### src/rtl/team_03_arb_pkg.sv
// Shared types and widths for the team_03 Wishbone master arbiter.
package team_03_arb_pkg;

  localparam int ADDR_W = 32;
  localparam int DATA_W = 32;
  localparam int SEL_W  = 4;
  localparam int CNT_W  = 8;

  typedef enum logic [1:0] {
    IDLE = 2'd0,
    BUS  = 2'd1,
    RESP = 2'd2
  } arb_state_t;

endpackage

### src/rtl/team_03_rr_picker.sv
// Combinational round-robin picker: first requesting index strictly after
// 'last', wrapping modulo N_REQ. Returns a one-hot grant plus its index.
module team_03_rr_picker #(
  parameter int N_REQ = 3,
  parameter int IDX_W = $clog2(N_REQ)
) (
  input  logic [N_REQ-1:0] req_i,
  input  logic [IDX_W-1:0] last_i,
  output logic [N_REQ-1:0] gnt_o,
  output logic [IDX_W-1:0] idx_o
);

  logic [N_REQ-1:0] gnt_s;
  logic [IDX_W-1:0] idx_s;
  logic             found_s;
  logic             hit_s;
  int               pos_s;

  // Scan the requesters starting just after the previous winner.
  always_comb begin
    gnt_s   = '0;
    idx_s   = '0;
    found_s = 1'b0;
    hit_s   = 1'b0;
    pos_s   = 0;
    for (int off = 1; off <= N_REQ; off++) begin
      pos_s        = (int'(last_i) + off) % N_REQ;
      hit_s        = req_i[pos_s] & ~found_s;
      gnt_s[pos_s] = gnt_s[pos_s] | hit_s;
      idx_s        = hit_s ? IDX_W'(pos_s) : idx_s;
      found_s      = found_s | hit_s;
    end
  end

  assign gnt_o = gnt_s;
  assign idx_o = idx_s;

endmodule

### src/rtl/team_03_wb_master_arb.sv
// Round-robin arbiter driving one classic single-beat Wishbone master cycle
// per grant, returning read data with a done or timeout-error pulse.
module team_03_wb_master_arb
  import team_03_arb_pkg::*;
#(
  parameter int N_REQ   = 3,
  parameter int TIMEOUT = 255
) (
  input  logic                    clk_i,
  input  logic                    nrst,
  input  logic [N_REQ-1:0]        req_i,
  input  logic [N_REQ-1:0]        we_i,
  input  logic [ADDR_W*N_REQ-1:0] adr_i,
  input  logic [DATA_W*N_REQ-1:0] wdat_i,
  input  logic [SEL_W*N_REQ-1:0]  sel_i,
  output logic [DATA_W-1:0]       rdat_o,
  output logic [N_REQ-1:0]        done_o,
  output logic [N_REQ-1:0]        err_o,
  output logic                    busy_o,
  output logic [ADDR_W-1:0]       ADR_O,
  output logic [DATA_W-1:0]       DAT_O,
  output logic [SEL_W-1:0]        SEL_O,
  output logic                    WE_O,
  output logic                    STB_O,
  output logic                    CYC_O,
  input  logic [DATA_W-1:0]       DAT_I,
  input  logic                    ACK_I
);

  localparam int               IDX_W     = $clog2(N_REQ);
  localparam logic [CNT_W-1:0] TIMEOUT_C = CNT_W'(TIMEOUT);

  arb_state_t        state_q, state_d;
  logic [CNT_W-1:0]  cnt_q, cnt_d;
  logic [IDX_W-1:0]  last_gnt_q, last_gnt_d;
  logic [N_REQ-1:0]  win_q, win_d;
  logic [ADDR_W-1:0] adr_q, adr_d;
  logic [DATA_W-1:0] dat_q, dat_d;
  logic [SEL_W-1:0]  sel_q, sel_d;
  logic              we_q, we_d;
  logic              cyc_q, cyc_d;
  logic [N_REQ-1:0]  done_q, done_d;
  logic [N_REQ-1:0]  err_q, err_d;
  logic [DATA_W-1:0] rdat_q, rdat_d;

  logic [N_REQ-1:0]  pick_gnt_s;
  logic [IDX_W-1:0]  pick_idx_s;

  team_03_rr_picker #(
    .N_REQ (N_REQ),
    .IDX_W (IDX_W)
  ) u_picker (
    .req_i  (req_i),
    .last_i (last_gnt_q),
    .gnt_o  (pick_gnt_s),
    .idx_o  (pick_idx_s)
  );

  // Next-state logic: grant in IDLE, wait for ACK or timeout in BUS, pulse in RESP.
  always_comb begin
    state_d    = state_q;
    cnt_d      = cnt_q;
    last_gnt_d = last_gnt_q;
    win_d      = win_q;
    adr_d      = adr_q;
    dat_d      = dat_q;
    sel_d      = sel_q;
    we_d       = we_q;
    cyc_d      = cyc_q;
    rdat_d     = rdat_q;
    done_d     = '0;
    err_d      = '0;
    case (state_q)
      IDLE: begin
        if (|req_i) begin
          state_d    = BUS;
          cnt_d      = '0;
          win_d      = pick_gnt_s;
          last_gnt_d = pick_idx_s;
          adr_d      = adr_i[ADDR_W*int'(pick_idx_s) +: ADDR_W];
          dat_d      = wdat_i[DATA_W*int'(pick_idx_s) +: DATA_W];
          sel_d      = sel_i[SEL_W*int'(pick_idx_s) +: SEL_W];
          we_d       = we_i[pick_idx_s];
          cyc_d      = 1'b1;
        end else begin
          state_d = IDLE;
        end
      end
      BUS: begin
        // ACK is checked first so an ACK on the timeout cycle still completes.
        if (ACK_I) begin
          state_d = RESP;
          cyc_d   = 1'b0;
          done_d  = win_q;
          rdat_d  = DAT_I;
        end else if (cnt_q == TIMEOUT_C) begin
          state_d = RESP;
          cyc_d   = 1'b0;
          err_d   = win_q;
          rdat_d  = '0;
        end else begin
          cnt_d = cnt_q + 8'd1;
        end
      end
      RESP: begin
        state_d = IDLE;
        cnt_d   = '0;
      end
      default: begin
        state_d = IDLE;
        cnt_d   = '0;
        cyc_d   = 1'b0;
      end
    endcase
  end

  // State and output registers; reset drops the bus cycle immediately.
  always_ff @(posedge clk_i or negedge nrst) begin
    if (!nrst) begin
      state_q    <= IDLE;
      cnt_q      <= '0;
      last_gnt_q <= IDX_W'(N_REQ - 1);
      win_q      <= '0;
      adr_q      <= '0;
      dat_q      <= '0;
      sel_q      <= '0;
      we_q       <= 1'b0;
      cyc_q      <= 1'b0;
      done_q     <= '0;
      err_q      <= '0;
      rdat_q     <= '0;
    end else begin
      state_q    <= state_d;
      cnt_q      <= cnt_d;
      last_gnt_q <= last_gnt_d;
      win_q      <= win_d;
      adr_q      <= adr_d;
      dat_q      <= dat_d;
      sel_q      <= sel_d;
      we_q       <= we_d;
      cyc_q      <= cyc_d;
      done_q     <= done_d;
      err_q      <= err_d;
      rdat_q     <= rdat_d;
    end
  end

  assign ADR_O  = adr_q;
  assign DAT_O  = dat_q;
  assign SEL_O  = sel_q;
  assign WE_O   = we_q;
  assign CYC_O  = cyc_q;
  assign STB_O  = cyc_q;
  assign busy_o = cyc_q;
  assign done_o = done_q;
  assign err_o  = err_q;
  assign rdat_o = rdat_q;

endmodule
### config.mk
export PLATFORM = sky130hd
export DESIGN_NAME = team_03_wb_master_arb
export DESIGN_NICKNAME = d
export VERILOG_FILES = /design/src/rtl/team_03_arb_pkg.sv /design/src/rtl/team_03_rr_picker.sv /design/src/rtl/team_03_wb_master_arb.sv
export SDC_FILE = /design/constraint.sdc
export NUM_CORES = 1
export LEC_CHECK = 0
export ABC_AREA = 1
export BUFFER_PORTS_ARGS = -buffer_cell sky130_fd_sc_hd__buf_4
export CAP_MARGIN = 20
export CORE_AREA = 2 2 139 141
export CTS_CLUSTER_DIAMETER = 120
export DETAILED_ROUTE_END_ITERATION = 6
export DIE_AREA = 0 0 141 143
export PLACE_DENSITY = 0.66
export SKIP_CTS_REPAIR_TIMING = 1
export SLEW_MARGIN = 20
export SYNTH_ARGS = -nofsm -noshare
export SYNTH_HDL_FRONTEND = slang
export SYNTH_SLANG_ARGS = --single-unit
### constraint.sdc
create_clock -name clk_i -period 2.42 [get_ports clk_i]
set_input_delay 0 -clock clk_i [delete_from_list [all_inputs] [get_ports clk_i]]
set_output_delay 0 -clock clk_i [all_outputs]
set_load 0.01 [all_outputs]
* After elaboration in Yosys (flattened, before gate mapping)
Cells that the tools add are included.
** Storage, ports and cells
- Flip-flop bits (word level) :: 123
- Logic and storage cells :: 106
** Cells by class
- Add/subtract/negate cells :: 4
- Div/mod/pow operators :: 3
- $lt $le $gt $ge :: 7
- Equal/unequal tests :: 7
- Shift-type cells :: 3
- Muxes and demuxes :: 50
- Bitwise gates (word level) :: 10
- Reductions and logical operators :: 10
** Operator list (number)
- indexed part select 96 x 8 -> 32 bit :: 2
- greater-or-equal comparator 32 x 1 -> 1 bit, second input constant :: 3
- < comparator 32 x 4 -> 1 bit, second input constant :: 3
- remainder unit 32 x 3 -> 32 bit, second input constant :: 3
- 2-to-1 mux 32 bit :: 2
- 2-to-1 mux 8 bit :: 3
- 2-to-1 mux 1 bit :: 20
- case mux 8 bit (2 select lines) :: 1
- 2-to-1 mux 3 bit :: 5
- binary-select mux 1 bit (select 2 bit) :: 7
- indexed part select 12 x 5 -> 4 bit :: 1
- 2-to-1 mux 2 bit :: 5
- adder 8 x 1 -> 8 bit, second input constant :: 1
- equality test 8 bit, second input constant :: 1
- adder 2 x 2 -> 3 bit, second input constant :: 2
- bitwise mux 3 bit :: 2
- demux 1 bit (select 2 bit) :: 3
- inequality test 2 bit, second input constant :: 3
- AND reduction 3 bit :: 2
- OR 1 bit :: 4
- case mux 2 bit (2 select lines) :: 1
- AND reduction 2 bit :: 2
- adder 2 x 1 -> 3 bit, second input constant :: 1
- AND 3 bit :: 1
- 11 further kinds :: 16

* Depth between registers and ports, before layout
- Word-level depth :: 17
- Mapped depth :: 15
- Gate-level depth less buffers :: 13

* By module
From an unflattened synthesis, not the netlist that was laid out.
** Second synthesis, totals
- Cells, all modules :: 857
- Area total of the unflattened synthesis :: 6485.0 sq um
** By module, submodules not included
- team_03_wb_master_arb :: times used 1, cells an instance 790, area an instance 6143.4 sq um, sequential area each 3079.2 sq um
- team_03_rr_picker :: times used 1, cells an instance 67, area an instance 341.6 sq um, sequential area each 0.0 sq um

* Worst setup path after synthesis
OpenSTA, ideal clock, no wires.
- Path kind :: register to register
- From :: reg last_gnt_q[1]
- To :: reg adr_q[24], in the netlist ADR_O[24]
- Library setup time :: 0.124 ns
- Arrival :: 1.872 ns
- Data required time :: 2.296 ns
- Slack :: 0.424 ns
- Cell stages (with the launch flop) :: 13
- Path buffers :: 3
- Clock period less this slack :: 1.996 ns
- Cell sequence :: dfstp_2 ha_1 buf_4 o21ai_2 nand2_2 nand2_1 nand2_1 nand2_1 nand2_4 buf_4 buf_6 nand3_1 nand3_1
** Between the ends
- Longest elaborated chain between the ends :: 12
- Elaborated cells on any way between the ends :: 24
- Classes of those cells :: 3 x add/sub; 3 x div; 1 x shift; 12 x mux; 5 x bitwise
** RTL lines
- start: declaration :: line team_03_wb_master_arb.sv:35 : logic [IDX_W-1:0] last_gnt_q, last_gnt_d;
- start signal: assignment :: line team_03_wb_master_arb.sv:122 : last_gnt_q <= IDX_W'(N_REQ - 1);
- start signal: assignment :: line team_03_wb_master_arb.sv:135 : last_gnt_q <= last_gnt_d;
- adder 2 x 1 -> 3 bit :: line team_03_rr_picker.sv:27 : pos_s = (int'(last_i) + off) % N_REQ;
- remainder unit 32 x 3 -> 32 bit :: line team_03_rr_picker.sv:27
- binary-select mux 1 bit (select 2 bit) :: line team_03_rr_picker.sv:28 : hit_s = req_i[pos_s] & ~found_s;
- 2-to-1 mux 1 bit (not written as such) (2 in a row) :: line team_03_rr_picker.sv:28
- inverter 1 bit :: line team_03_rr_picker.sv:28
- AND 1 bit :: line team_03_rr_picker.sv:28
- OR 1 bit :: line team_03_rr_picker.sv:31 : found_s = found_s | hit_s;
- inverter 1 bit :: line team_03_rr_picker.sv:28
- AND 1 bit :: line team_03_rr_picker.sv:28
- 2-to-1 mux 2 bit (*) :: line team_03_rr_picker.sv:30 : idx_s = hit_s ? IDX_W'(pos_s) : idx_s;
- indexed part select 96 x 8 -> 32 bit (*) :: line team_03_wb_master_arb.sv:80 : adr_d = adr_i[ADDR_W*int'(pick_idx_s) +: ADDR_W];
- end signal: assignment :: line team_03_wb_master_arb.sv:137 : adr_q <= adr_d;
- end: declaration :: line team_03_wb_master_arb.sv:37 : logic [ADDR_W-1:0] adr_q, adr_d;
Every way passes the cells marked *; elsewhere a longest branch is shown, timed or not. The select of a mux whose other input is x is not followed.
A chain may end at the register's enable or synchronous reset.

* Worst setup path in the final report
- From :: reg last_gnt_q[1]
- To :: reg dat_q[21], in the netlist DAT_O[21]
** Between the ends
- Longest elaborated chain between the ends :: 12
- Elaborated cells on any way between the ends :: 24
- Classes of those cells :: 3 x add/sub; 3 x div; 1 x shift; 12 x mux; 5 x bitwise
** RTL lines
- adder 2 x 1 -> 3 bit :: line team_03_rr_picker.sv:27
- remainder unit 32 x 3 -> 32 bit :: line team_03_rr_picker.sv:27
- binary-select mux 1 bit (select 2 bit) :: line team_03_rr_picker.sv:28
- 2-to-1 mux 1 bit (not written as such) (2 in a row) :: line team_03_rr_picker.sv:28
- inverter 1 bit :: line team_03_rr_picker.sv:28
- AND 1 bit :: line team_03_rr_picker.sv:28
- OR 1 bit :: line team_03_rr_picker.sv:31
- inverter 1 bit :: line team_03_rr_picker.sv:28
- AND 1 bit :: line team_03_rr_picker.sv:28
- 2-to-1 mux 2 bit (*) :: line team_03_rr_picker.sv:30
- indexed part select 96 x 8 -> 32 bit (*) :: line team_03_wb_master_arb.sv:81 : dat_d = wdat_i[DATA_W*int'(pick_idx_s) +: DATA_W];
- end signal: assignment :: line team_03_wb_master_arb.sv:138 : dat_q <= dat_d;
- end: declaration :: line team_03_wb_master_arb.sv:38 : logic [DATA_W-1:0] dat_q, dat_d;
Marks and branches as above.

==> flow_summary.yaml <==
yosys:
  synth_simple_gate_area_share_pct: 40.4
  synth_top_family_by_area: "simple AND/OR/NAND/NOR gates"
  post_synth_mux_area_share_pct: 0
  synth_seq_cells: 123
  mean_instance_size_in_the_synthesized_netlist_um2: 7.21
  adder_cell_share_of_the_synthesized_area_pct: 0.573
  netlist_area_um2: 6560
  synthXorXnorAreaFrac_pct: 0.401
  ys.warnings.count: 0
  synth-seq-area-share_pct: 47.0
  syn-instance-count: 909
  synth-compound-area-share_pct: 4.06
  number_of_distinct_library_cells_after_synthesis: 28
  synthesis.nets: 1157
timing:
  post-route-period-util_pct: 95.0
  maxClockFrequency_mhz: 435
  final-setup-viol-count: 0
  period_needed_ps: 2300
  worst_clock_skew_ps: 13.1
  worst-slew-pin-transition_ps: 671
  final_hold_viol_count: 4
  final.hold.worst_slack_ps: -11.8
  finalMaxSlewViolations: 0
  timing.slew.headroom_pct: 55.3
global_routing:
  grt_pass1_wl_um: 36400
  grt_use_total_pct: 23.3
  number_of_antenna_violations_at_the_first_check_in_global_routing: 1
  grt_pass1_vias: 6835
  grt_max_degree: 68
  grt_remaining_overflow: 0
drt:
  totalWireLength_um: 29000
  ant_nets: 0
  vias: 8582
  route.detailed.wl_per_inst_um: 16.9
  drc: 0
  avgViaCountPerCell: 5.00
  drt-initial-drc-count: 476
  drt_pass1_iterations: 5
cts:
  clk_path_buf_depth: 2
  cts_tree: "built"
  cts.reportedPaths.clkPinSlew_ps: 60
  h-tree-depth: 4
  cts-buffers-inserted: 17
  cts.sinks: 123
  clk_latency_ps: 420
  cts.root.buffer_cell: "sky130_fd_sc_hd__clkbuf_16"
placed_design:
  globalplace.congestion: 0.885
  placement.cell_area_um2: 9440
  dp_hpwl_um: 18100
  port_buffers: 354
setup_path:
  worst_setup_path_start_kind: "flop"
  cp_data_required_time_ps: 2770
  critical_path_class: "reg -> reg"
  worst-path-max-fanout: 51
  critical_path.endpoint_type: "flop"
  critical_path_arrival_ps: 2650
pwr:
  pwr-share-seq_pct: 24.1
  p_per_area_nw_per_um2: 1190
  report.power.total_mw: 14.6
  netSwitchingFraction_pct: 46.4
  combPwrFrac_pct: 59.3
  cellInternalPower_mw: 7.86
  netSwitchingPower_mw: 6.79
  vdd_drop_max_uv: 680
  static_power_due_to_leakage_nw: 6.44
  fraction_of_power_consumed_by_the_clock_network_pct: 16.6
final_layout:
  post-route-util_pct: 66.0
  syn_to_final_growth_pct: 87.0
  fraction_of_layout_cells_with_a_size_suffix_above_1_pct: 28.8
  design_area_um2: 12300
  layout.nets: 1717
worst_hold_path:
  hold_class: "in -> reg"
floorplan:
  design.portCount: 355
  die_width_um: 141
  row_count: 50
  starting_density_of_the_core_pct: 35.3
  die_y_um: 143
  dieArea_um2: 20200
  floorplan.core_area_um2: 18600
job:
  max_cap_violations: 0
run_status:
  violations_in_the_final_reports: "hold timing"
  status: "finished, violations left"
-- critical path: stages, from the launching register on --
cell and delay, ps:
sky130_fd_sc_hd__dfstp_2 530, sky130_fd_sc_hd__ha_1 320, sky130_fd_sc_hd__inv_2 130, sky130_fd_sc_hd__nand2_1 70, sky130_fd_sc_hd__nand3_1 90, sky130_fd_sc_hd__nand2_2 90, sky130_fd_sc_hd__nand3_2 120, sky130_fd_sc_hd__nand3_4 110
sky130_fd_sc_hd__inv_2 130, sky130_fd_sc_hd__buf_12 250, sky130_fd_sc_hd__nand2_1 110, sky130_fd_sc_hd__nand2_1 90, sky130_fd_sc_hd__nand2_1 80, sky130_fd_sc_hd__nand3_1 70
-- through the flow --
stage | setup slack, ps | setup TNS, ps | hold slack, ps | std cells
6_report | 121 | 0 | -11.8 | 1716
2_1_floorplan | 424 | 0 | -296 | 909
5_1_grt | -26.0 | -48.9 | 1.69 | 1715
3_3_place_gp | 150 | 0 | -56.9 | 1460
4_1_cts | 6.99 | 0 | -510 | 1491
3_5_place_dp | 41.3 | 0 | -62.5 | 1460
-- power by group through the flow --
stage               logic [mW]  registers (mW)  clock network (mW)
floorplan                 4.61            3.80                   0
global placement          7.97            3.49                   0
detailed placement        8.05            3.51                   0
CTS                       8.08            3.49                2.47
global route              9.51            3.61                2.57
finish                    8.69            3.53                2.43
-- cell usage after synthesis --
cell type / instances / area [µm²]
sky130_fd_sc_hd__xor2_1: 3 / 26.3
sky130_fd_sc_hd__nand3_1: 169 / 846
sky130_fd_sc_hd__clkbuf_1: 24 / 90.1
sky130_fd_sc_hd__a31oi_1: 2 / 12.5
sky130_fd_sc_hd__dfrtp_1: 122 / 3050
sky130_fd_sc_hd__dfstp_2: 1 / 26.3
sky130_fd_sc_hd__nor3_1: 4 / 20.0
sky130_fd_sc_hd__buf_2: 21 / 105
sky130_fd_sc_hd__nand2_1: 385 / 1450
sky130_fd_sc_hd__and2_1: 1 / 6.26
sky130_fd_sc_hd__o21ai_1: 1 / 5.00
sky130_fd_sc_hd__nor2_8: 1 / 20.0
sky130_fd_sc_hd__o21ai_0: 14 / 70.1
sky130_fd_sc_hd__buf_4: 12 / 90.1
sky130_fd_sc_hd__a21oi_1: 34 / 170
sky130_fd_sc_hd__nand4_1: 20 / 125
sky130_fd_sc_hd__or2_2: 2 / 12.5
sky130_fd_sc_hd__buf_6: 1 / 11.3
sky130_fd_sc_hd__nand3_2: 2 / 20.0
sky130_fd_sc_hd__inv_1: 47 / 176
sky130_fd_sc_hd__nand2_2: 2 / 12.5
sky130_fd_sc_hd__nor3_2: 1 / 10.0
sky130_fd_sc_hd__nor2_1: 27 / 101
sky130_fd_sc_hd__nand3_4: 1 / 17.5
sky130_fd_sc_hd__ha_1: 3 / 37.5
sky130_fd_sc_hd__inv_2: 7 / 26.3
sky130_fd_sc_hd__nand2_4: 1 / 11.3
sky130_fd_sc_hd__o21ai_2: 1 / 8.76
-- final timing paths --
path                               start          to  slack [ps]  depth (start not counted)
max                        last_gnt_q[1]   DAT_O[21]         120                         13
min                             sel_i[6]    SEL_O[2]         -10                          5
max reg2reg                last_gnt_q[1]   DAT_O[21]         120                         13
min reg2reg                   rdat_o[26]  rdat_o[26]         480                          2
max in group asynchronous           nrst   ADR_O[28]        1590                          3
min in group asynchronous           nrst   DAT_O[20]          60                          2
-- registers in the layout, summed over array words and instances, names as in the netlist --
name	flops
win_q	3
done_o	3
ADR_O	32
state_q	2
CYC_O	1
DAT_O	32
rdat_o	32
WE_O	1
err_o	3
last_gnt_q	2
SEL_O	4
cnt_q	8
-- cell type report --
| type | count | area [µm²] |
|---|---|---|
| Fill cell | 1468 | 6320 |
| Inverter | 54 | 205 |
| Clock inverter | 12 | 118 |
| Timing Repair Buffer | 599 | 5130 |
| Antenna cell | 1 | 2.50 |
| Multi-Input combinational cell | 674 | 3000 |
| Sequential cell | 123 | 3080 |
| Clock buffer | 19 | 443 |
| Tap cell | 234 | 293 |
-- layer usage --
metal | up-vias | GRT usage (%) | wire [µm]
met1 | 3986 | 27.9 | 11100
met4 | 0 | 7.00 | 1060
met3 | 86 | 7.14 | 2220
met5 | - | 0 | 0
met2 | 460 | 40.5 | 14600
li1 | 4050 | - | -
-- cells in the final DEF, fill, tap and decap left out, types with 5 or more instances in the layout --
| cell type | count |
|---|---|
| sky130_fd_sc_hd__clkbuf_16 | 17 |
| sky130_fd_sc_hd__nand3_1 | 169 |
| sky130_fd_sc_hd__nand4_1 | 20 |
| sky130_fd_sc_hd__inv_1 | 47 |
| sky130_fd_sc_hd__inv_2 | 6 |
| sky130_fd_sc_hd__nor2_1 | 26 |
| sky130_fd_sc_hd__buf_12 | 5 |
| sky130_fd_sc_hd__dlygate4sd3_1 | 222 |
| sky130_fd_sc_hd__a21oi_1 | 34 |
| sky130_fd_sc_hd__dfrtp_1 | 122 |
| sky130_fd_sc_hd__nand2_1 | 385 |
| sky130_fd_sc_hd__o21ai_0 | 14 |
| sky130_fd_sc_hd__buf_4 | 370 |
-- cell families after synthesis --
| group | Yosys count |
|---|---|
| fa+ha+maj | 3 |
| xor+xnor | 3 |
| compound gates | 52 |
| simple gates | 616 |
| buf+inv | 112 |
| flops | 123 |
(Power assumes the default switching activity.)
